==> config.mk <==
export PLATFORM = sky130hd
export DESIGN_NAME = imem_loader
export DESIGN_NICKNAME = d
export VERILOG_FILES = /design/src/rtl/imem_loader_pkg.sv /design/src/rtl/imem_byte_packer.sv /design/src/rtl/imem_loader.sv
export SDC_FILE = /design/constraint.sdc
export NUM_CORES = 1
export LEC_CHECK = 0
export BUFFER_PORTS_ARGS = -buffer_cell sky130_fd_sc_hd__buf_2
export CAP_MARGIN = 40
export CORE_ASPECT_RATIO = 0.5
export CORE_MARGIN = 2
export CORE_UTILIZATION = 36
export CTS_BUF_LIST = sky130_fd_sc_hd__clkbuf_4 sky130_fd_sc_hd__clkbuf_8
export DETAILED_ROUTE_END_ITERATION = 10
export SETUP_SLACK_MARGIN = 0.05
export SKIP_LAST_GASP = 1
export SLEW_MARGIN = 20
export SYNTH_ARGS = -nofsm -noshare
export SYNTH_HDL_FRONTEND = slang
export SYNTH_SLANG_ARGS = --single-unit
export TNS_END_PERCENT = 50
==> constraint.sdc <==
create_clock -name clk -period 1.9 [get_ports clk]
set_input_delay 0.19 -clock clk [delete_from_list [all_inputs] [get_ports clk]]
set_output_delay 0.19 -clock clk [all_outputs]
set_load 0.01 [all_outputs]
==> src/rtl/imem_loader_pkg.sv <==
// imem_loader_pkg
//   Definitions shared by the instruction-memory boot loader and its byte packer:
//   - the loader state encoding,
//   - the halt word, which terminates the stream and fills unused words,
//   - the default instruction-memory depth, which matches the instruction memory.
package imem_loader_pkg;

  localparam int          SIZE_IM_DEFAULT   = 128;
  localparam logic [31:0] HALT_WORD_DEFAULT = 32'hFC00_0000;

  typedef enum logic [2:0] {
    IDLE,
    RECV,
    WRITE,
    FILL,
    DONE
  } state_t;

endpackage

==> src/rtl/imem_byte_packer.sv <==
// imem_byte_packer
//   Assembles big-endian 32-bit words from an accepted byte stream. The first
//   byte of each word lands in word[31:24].
// Ports:
//   clk, rst_n  clock and asynchronous active-low reset
//   clear       restart assembly at byte 0 (start of a new load)
//   accept      a byte is transferred this cycle
//   in_byte     the byte being transferred; it is sampled only when accept is high
//   word        assembly register; it holds the complete word in the cycle after word_valid
//   word_valid  high in the cycle that the fourth byte of a word is accepted
module imem_byte_packer (
  input  logic        clk,
  input  logic        rst_n,
  input  logic        clear,
  input  logic        accept,
  input  logic [7:0]  in_byte,
  output logic [31:0] word,
  output logic        word_valid
);

  logic [1:0]  byte_cnt_q;
  logic [31:0] shift_q;

  // NOTE: sequential state is updated with non-blocking assignments only, so
  // every flop samples the values from before the clock edge.
  always_ff @(posedge clk or negedge rst_n) begin
    if (!rst_n) begin
      byte_cnt_q <= '0;
      shift_q    <= '0;
    end else if (clear) begin
      byte_cnt_q <= '0;
      shift_q    <= '0;
    end else if (accept) begin
      // The byte enters at the bottom. After four shifts, the first byte is in [31:24].
      shift_q    <= {shift_q[23:0], in_byte};
      byte_cnt_q <= byte_cnt_q + 2'd1;  // wraps mod 4 by width
    end
  end

  assign word       = shift_q;
  assign word_valid = accept && (byte_cnt_q == 2'd3);

endmodule

==> src/rtl/imem_loader.sv <==
// imem_loader
//   Boot-time writer for the instruction memory. Receives a byte stream,
//   assembles big-endian words, and writes them to consecutive word addresses.
//   After a halt word, the remaining locations are padded with the halt word.
//   The processor is held in reset until the image is complete.
// Ports:
//   clk, rst_n       clock and asynchronous active-low reset
//   start            load request pulse; it is honoured only in IDLE and DONE
//   in_valid/in_data byte stream, valid/ready handshake with in_ready
//   we/waddr/wdata   instruction-memory write port (waddr is a byte address)
//   cpu_hold         keeps the processor in reset while high
//   done             the memory image is valid
//   word_count       number of stream words written (halt word included, fill excluded)
//   full             the memory was filled by stream words with no halt word
module imem_loader
  import imem_loader_pkg::*;
#(
  parameter int          SIZE_IM   = SIZE_IM_DEFAULT,
  parameter logic [31:0] HALT_WORD = HALT_WORD_DEFAULT,
  localparam int         IW        = $clog2(SIZE_IM),
  localparam int         CW        = IW + 1
) (
  input  logic          clk,
  input  logic          rst_n,
  input  logic          start,
  input  logic          in_valid,
  input  logic [7:0]    in_data,
  output logic          in_ready,
  output logic          we,
  output logic [31:0]   waddr,
  output logic [31:0]   wdata,
  output logic          cpu_hold,
  output logic          done,
  output logic [CW-1:0] word_count,
  output logic          full
);

  localparam logic [IW-1:0] LAST_IDX = IW'(SIZE_IM - 1);

  state_t          state_q, state_d;
  logic [IW-1:0]   index_q;
  logic [CW-1:0]   word_count_q;
  logic            full_q;
  logic            done_q;
  logic            hold_q;
  logic            clear_load;
  logic            accept;
  logic            word_valid;
  logic [31:0]     word;
  logic            last_idx;
  logic            is_halt;

  assign accept   = in_valid && in_ready;
  assign last_idx = (index_q == LAST_IDX);
  assign is_halt  = (word == HALT_WORD);

  imem_byte_packer u_packer (
    .clk        (clk),
    .rst_n      (rst_n),
    .clear      (clear_load),
    .accept     (accept),
    .in_byte    (in_data),
    .word       (word),
    .word_valid (word_valid)
  );

  // Next-state logic.
  // NOTE: every signal assigned here gets a default first, so no path through
  // the case statement can leave it unassigned and infer a latch.
  always_comb begin
    state_d    = state_q;
    clear_load = 1'b0;
    unique case (state_q)
      IDLE, DONE: begin
        if (start) begin
          state_d    = RECV;
          clear_load = 1'b1;
        end
      end
      RECV: begin
        if (word_valid) state_d = WRITE;
      end
      WRITE: begin
        // The last index ends the load whether or not the word is a halt word.
        if (last_idx)     state_d = DONE;
        else if (is_halt) state_d = FILL;
        else              state_d = RECV;
      end
      FILL: begin
        if (last_idx) state_d = DONE;
      end
      default: state_d = IDLE;
    endcase
  end

  always_ff @(posedge clk or negedge rst_n) begin
    if (!rst_n) begin
      state_q      <= IDLE;
      index_q      <= '0;
      word_count_q <= '0;
      full_q       <= 1'b0;
      done_q       <= 1'b0;
      hold_q       <= 1'b1;
    end else begin
      state_q <= state_d;
      // done and cpu_hold follow the next state, so they are registered and
      // change exactly on entry to or exit from DONE.
      done_q  <= (state_d == DONE);
      hold_q  <= (state_d != DONE);
      if (clear_load) begin
        index_q      <= '0;
        word_count_q <= '0;
        full_q       <= 1'b0;
      end else begin
        // The index stops at the last word and never wraps.
        if ((state_q == WRITE || state_q == FILL) && !last_idx)
          index_q <= index_q + 1'b1;
        if (state_q == WRITE) begin
          word_count_q <= word_count_q + 1'b1;
          if (last_idx && !is_halt) full_q <= 1'b1;
        end
      end
    end
  end

  // The write-port outputs are decoded from the state register. Because the
  // state register resets asynchronously, we drops as soon as rst_n falls.
  always_comb begin
    wdata = '0;
    unique case (state_q)
      WRITE:   wdata = word;
      FILL:    wdata = HALT_WORD;
      default: wdata = '0;
    endcase
  end

  assign in_ready   = (state_q == RECV);
  assign we         = (state_q == WRITE) || (state_q == FILL);
  assign waddr      = {{(30-IW){1'b0}}, index_q, 2'b00};
  assign cpu_hold   = hold_q;
  assign done       = done_q;
  assign word_count = word_count_q;
  assign full       = full_q;

endmodule

Word-level counts from Yosys, hierarchy flattened. Cells that the tools add are included.

Register bits after elaboration: 55. Output and inout bits: 77. Input bits: 12.

Mux-type cells: 20. Equality and inequality tests: 9. Add/sub/neg operators: 3. Reductions and logical operators: 14.

Operator list (count): $mux W32 (2); $pmux W32 S2 (1); $eq A32 B32 Y1 const B (1); $mux W8 (2); $mux W7 (2); $mux W3 (4); $pmux W3 S4 (1); $add A8 B1 Y8 const B (1); $reduce_bool A2 Y1 (4); $add A7 B1 Y7 const B (1); $eq A7 B7 Y1 const B (1); $eq A3 B2 Y1 const B (2); $eq A3 B3 Y1 const B (2); $mux W2 (3); $mux W1 (5); $logic_and A1 B1 Y1 (4); $eq A3 B1 Y1 const B (1); $logic_not A3 Y1 (1); $ne A3 B3 Y1 const B (1); $add A2 B1 Y2 const B (1); $eq A2 B2 Y1 const B (1); $logic_not A1 Y1 (2); $reduce_and A2 Y1 (1); $reduce_or A2 Y1 (1); $logic_or A1 B1 Y1 (1).

Logic depth before layout (Yosys ltp).
Depth in word-level cells: 6. Mapped depth: 6.

By module. Synthesis repeated with hierarchy kept, for this count alone.

Cell total of the unflattened synthesis: 291. Area, all modules: 2899.0 um^2.

By module, submodules not included: imem_loader (instances 1, area each 1471.4 um^2, seq. area each 526.8 um^2, cells each 179); imem_byte_packer (instances 1, area each 1427.6 um^2, seq. area each 850.8 um^2, cells each 112).

Worst setup path before layout. No wires, ideal clock.

Path type: register to register. Start point: register index_q[0]. End point: register full_q (netlist: full). Path buffers: 0. Arrival time: 1.408 ns. Path slack: 0.425 ns. Data required time: 1.833 ns. Stages on the path, launching flop included: 6. Clock period less this slack: 1.475 ns. Library setup time: 0.067 ns. Path through: dfrtp_1 > ha_1 > nand3_1 > or3_1 > nor2_2 > a32o_1.

Cells in the longest elaborated chain, start to end: 4.

RTL lines: start: declaration (line imem_loader.sv:41) `logic [IW-1:0] index_q;`; start signal: assignment (line imem_loader.sv:117) `index_q <= index_q + 1'b1;`; $eq A7 B7 Y1 (line imem_loader.sv:54) `assign last_idx = (index_q == LAST_IDX);`; $logic_and A1 B1 Y1 (line imem_loader.sv:120) `if (last_idx && !is_halt) full_q <= 1'b1;`; $reduce_bool A2 Y1 (no source line); $reduce_and A2 Y1 (no source line); end signal: assignment (line imem_loader.sv:101) `full_q <= 1'b0;`; end signal: assignment (line imem_loader.sv:113) `full_q <= 1'b0;`; end signal: assignment (line imem_loader.sv:120); end: declaration (line imem_loader.sv:43) `logic full_q;`.

No other way between the ends. A chain may end at the register's enable or synchronous reset.

Final worst setup path.
Start point: register state_q[2]. End point: output wdata[9].

Cells in the longest elaborated chain, start to end: 2.

RTL lines: start: declaration (line imem_loader.sv:40) `state_t state_q, state_d;`; start signal: assignment (line imem_loader.sv:105) `state_q <= state_d;`; $eq A3 B2 Y1 (line imem_loader.sv:130) `unique case (state_q)`; $pmux W32 S2 (*) (line imem_loader.sv:130); end: declaration (line imem_loader.sv:31) `output logic [31:0] wdata,`.

Every way passes the cells marked *; elsewhere a longest branch is shown, timed or not.

==> results.yml <==
floorplan:
  row_count: 22
  die_width_um: 130
  core_um2: 7490
  die_h_um: 66.8
  io_pins: 89
  start_util_pct: 37.9
  die_area_um2: 8660
timing:
  fin_skew_ns: 0.00574
  slew-limit-headroom_pct: 64.2
  tightest_slew_ns: 0.537
  fin_tns_setup_ns: 0
  period_minus_slack_ns: 1.72
  fmax_mhz: 583
  rsz0062_at_grt: "false"
  slew_violations: 0
  setup_viol: 0
  finalCritPeriodShare_pct: 90.4
  hold_viol: 0
worst_hold_path:
  hold_path_depth: 3
  min_to: "u_packer.word[5]$_DFFE_PN0P_"
  min-delay-start: "in_data[5]"
  hp-class: "in -> reg"
setup_path:
  r2r-end: "full$_DFFE_PN0P_"
  critPathCaptureType: "output port"
  start_kind: "register"
  cp.arrival_ns: 1.53
  required_ns: 1.71
  rrSetupSlack_ns: 0.30
  crit_start: "state_q[2]$_DFF_PN0_"
  path_class: "reg -> out"
  path_max_fanout: 34
  r2r_start: "u_packer.word[9]$_DFFE_PN0P_"
  reg2regPathDepth: 4
place:
  numPortBuffers: 63
  dpl.cell_count: 486
  gp_congestion: 0.735
  place.detailed.hpwl_mm: 4.39
global_routing:
  grt_pass1_vias: 2106
  grt_first_pass_wirelength_mm: 10.5
  grt_overflow: 0
  grt_start_max_net_pins: 36
  track_usage_pct: 15.5
  antenna_found_initial: 0
logic_synthesis:
  synth_cells: 324
  yosysWarnings: 0
  ys_types: 39
  syn_area_um2: 2840
  yosysSeqAreaShare_pct: 48.5
  ys_async_sr_fraction_pct: 100
  synth_ff_type: "dfrtp_1"
  synth_area_per_cell_um2: 8.77
  synth_enable_flop_cells: 0
  ys_ff_latch: 55
routing:
  antenna_left: 0
  drc_errors: 0
  viasPerCell: 4.63
  wl_per_cell_um: 12.8
  vias: 2287
  drt-pass1-iter-count: 6
  wl_mm: 6.35
  first_iter_violations: 141
power:
  sw_frac_of_total_pct: 40.1
  p_per_area_nw_per_um2: 1310
  pwr-share-clk_pct: 17.7
  peakVddDrop_mv: 0.424
  power.internal_mw: 2.59
  p_seq_share_pct: 46.7
  power.switching_mw: 1.73
  combPwrFrac_pct: 35.6
  p_leak_nw: 1.80
finish:
  layout_commonest_cell: "nand2_1"
  antenna_cells: 0
  drive_gt1_share_pct: 22.3
  fillers: 777
  fin_nets: 401
  layout_common_cells: "76 x nand2_1, 63 x buf_2, 54 x dfrtp_1"
  syn_to_final_growth_pct: 16.0
  stdcell_count: 494
outcome:
  status: "finished, final reports clean"
clock_tree:
  cts-root-buf: "clkbuf_8"
  htreeDepth: 2
  cts_max_path_buffers: 2
  cts.sinks: 55
  clk_pin_slew_ns: 0.09
  cts_tree: "built"
  cts_setup_buffers: 0
  clk_latency_ns: 0.31
  cts_buffers: 5
flow_run:
  drv_cap: 0
==> how the worst max path moves through the flow <==
stage	end	slack [ns]	depth (start not counted)
final	wdata[9]	0.18	4
after global routing	wdata[9]	0.07	4
after CTS	wdata[8]	0.08	4
after detailed placement	full$_DFFE_PN0P_	0.31	4
after global placement	full$_DFFE_PN0P_	0.34	4
after floorplan	full$_DFFE_PN0P_	0.43	5
==> area by class of cell <==
class                           count  area, um^2  area share [%]
Clock buffer                        6        76.3            2.32
Clock inverter                      1        30.0           0.911
Inverter                            4        15.0           0.456
Multi-Input combinational cell    247        1250            38.0
Sequential cell                    55        1380            41.8
Tap cell                          108         135            4.10
Timing Repair Buffer               73         409            12.4
==> worst max-delay path, stage by stage, from the launching register on <==
cell	delay (ns)
dfrtp_1	0.45
nor3b_4	0.20
buf_6	0.25
and2_2	0.19
buf_2	0.12
==> registers in the layout, summed over array words and instances, names as in the netlist <==
register	cells
state_q	3
cpu_hold	1
word_count	8
u_packer.byte_cnt_q	2
u_packer.word	32
full	1
index_q	7
done	1
==> stage by stage <==
step	area (um^2)	utilization (%)	total power [mW]	worst slack (ns)	hold slack, ns
floorplan	2930	-	3.09	0.425	-0.106
global placement	3180	42.4	3.58	0.342	0.193
detailed placement	3180	42.4	3.60	0.314	0.191
CTS	3290	44.0	4.37	0.0773	0.0597
global route	3300	44.0	4.72	0.0724	0.0726
finish	3300	44.0	4.33	0.183	0.0624
==> cell usage after synthesis, drive strengths merged, types with 2 or more instances <==
cell | n | area (um^2)
and2 | 28 | 176
ha | 3 | 37.5
o211ai | 4 | 30.0
clkbuf | 9 | 33.8
or4 | 2 | 18.8
nor2 | 21 | 81.3
o31ai | 3 | 22.5
o21ai | 11 | 55.1
o21a | 2 | 15.0
nand3 | 43 | 215
dfrtp | 54 | 1350
inv | 4 | 15.0
nor3b | 2 | 31.3
nand4 | 4 | 25.0
a21oi | 2 | 10.0
nor4 | 4 | 25.0
and3 | 3 | 18.8
xor2 | 4 | 35.0
buf | 33 | 251
nand2 | 77 | 292
==> power groups by stage <==
stage          logic, mW  registers [mW]  clock network (mW)
3_5_place_dp        1.55            2.05                   0
4_1_cts             1.56            2.02               0.792
6_report            1.54            2.02               0.766
3_3_place_gp        1.54            2.03                   0
5_1_grt             1.78            2.09               0.856
2_1_floorplan       1.17            1.92                   0
==> routing by layer <==
metal / vias to the layer above / share of wire (%) / global-route usage, %
li1: 1148 / - / -
met1: 1068 / 51 / 22.2
met2: 64 / 43 / 24.3
met3: 7 / 5.0 / 2.89
met4: 0 / 0.76 / 3.63
met5: - / 0 / 0
==> kinds of logic (layout without fill, tap and decap cells) <==
kind of cell / count (synthesis) / in the layout / share of synthesized area (%)
AOI/OAI and AO/OA: 24 / 24 / 5.24
other: 1 / 25 / 0.132
buffers and inverters: 46 / 84 / 10.6
DFF: 55 / 55 / 48.5
adders and majority gates: 3 / 3 / 1.32
xor gates and xnor gates: 5 / 5 / 1.54
and+or+nand+nor: 190 / 190 / 32.7
==> repair_timing <==
action	4_1_cts	5_1_grt
resized for setup	0	1
hold endpoints to repair	21	0
endpoints found under the setup margin	0	24
hold buffers	1	0
No activity file was read; power rests on OpenSTA's default activity.
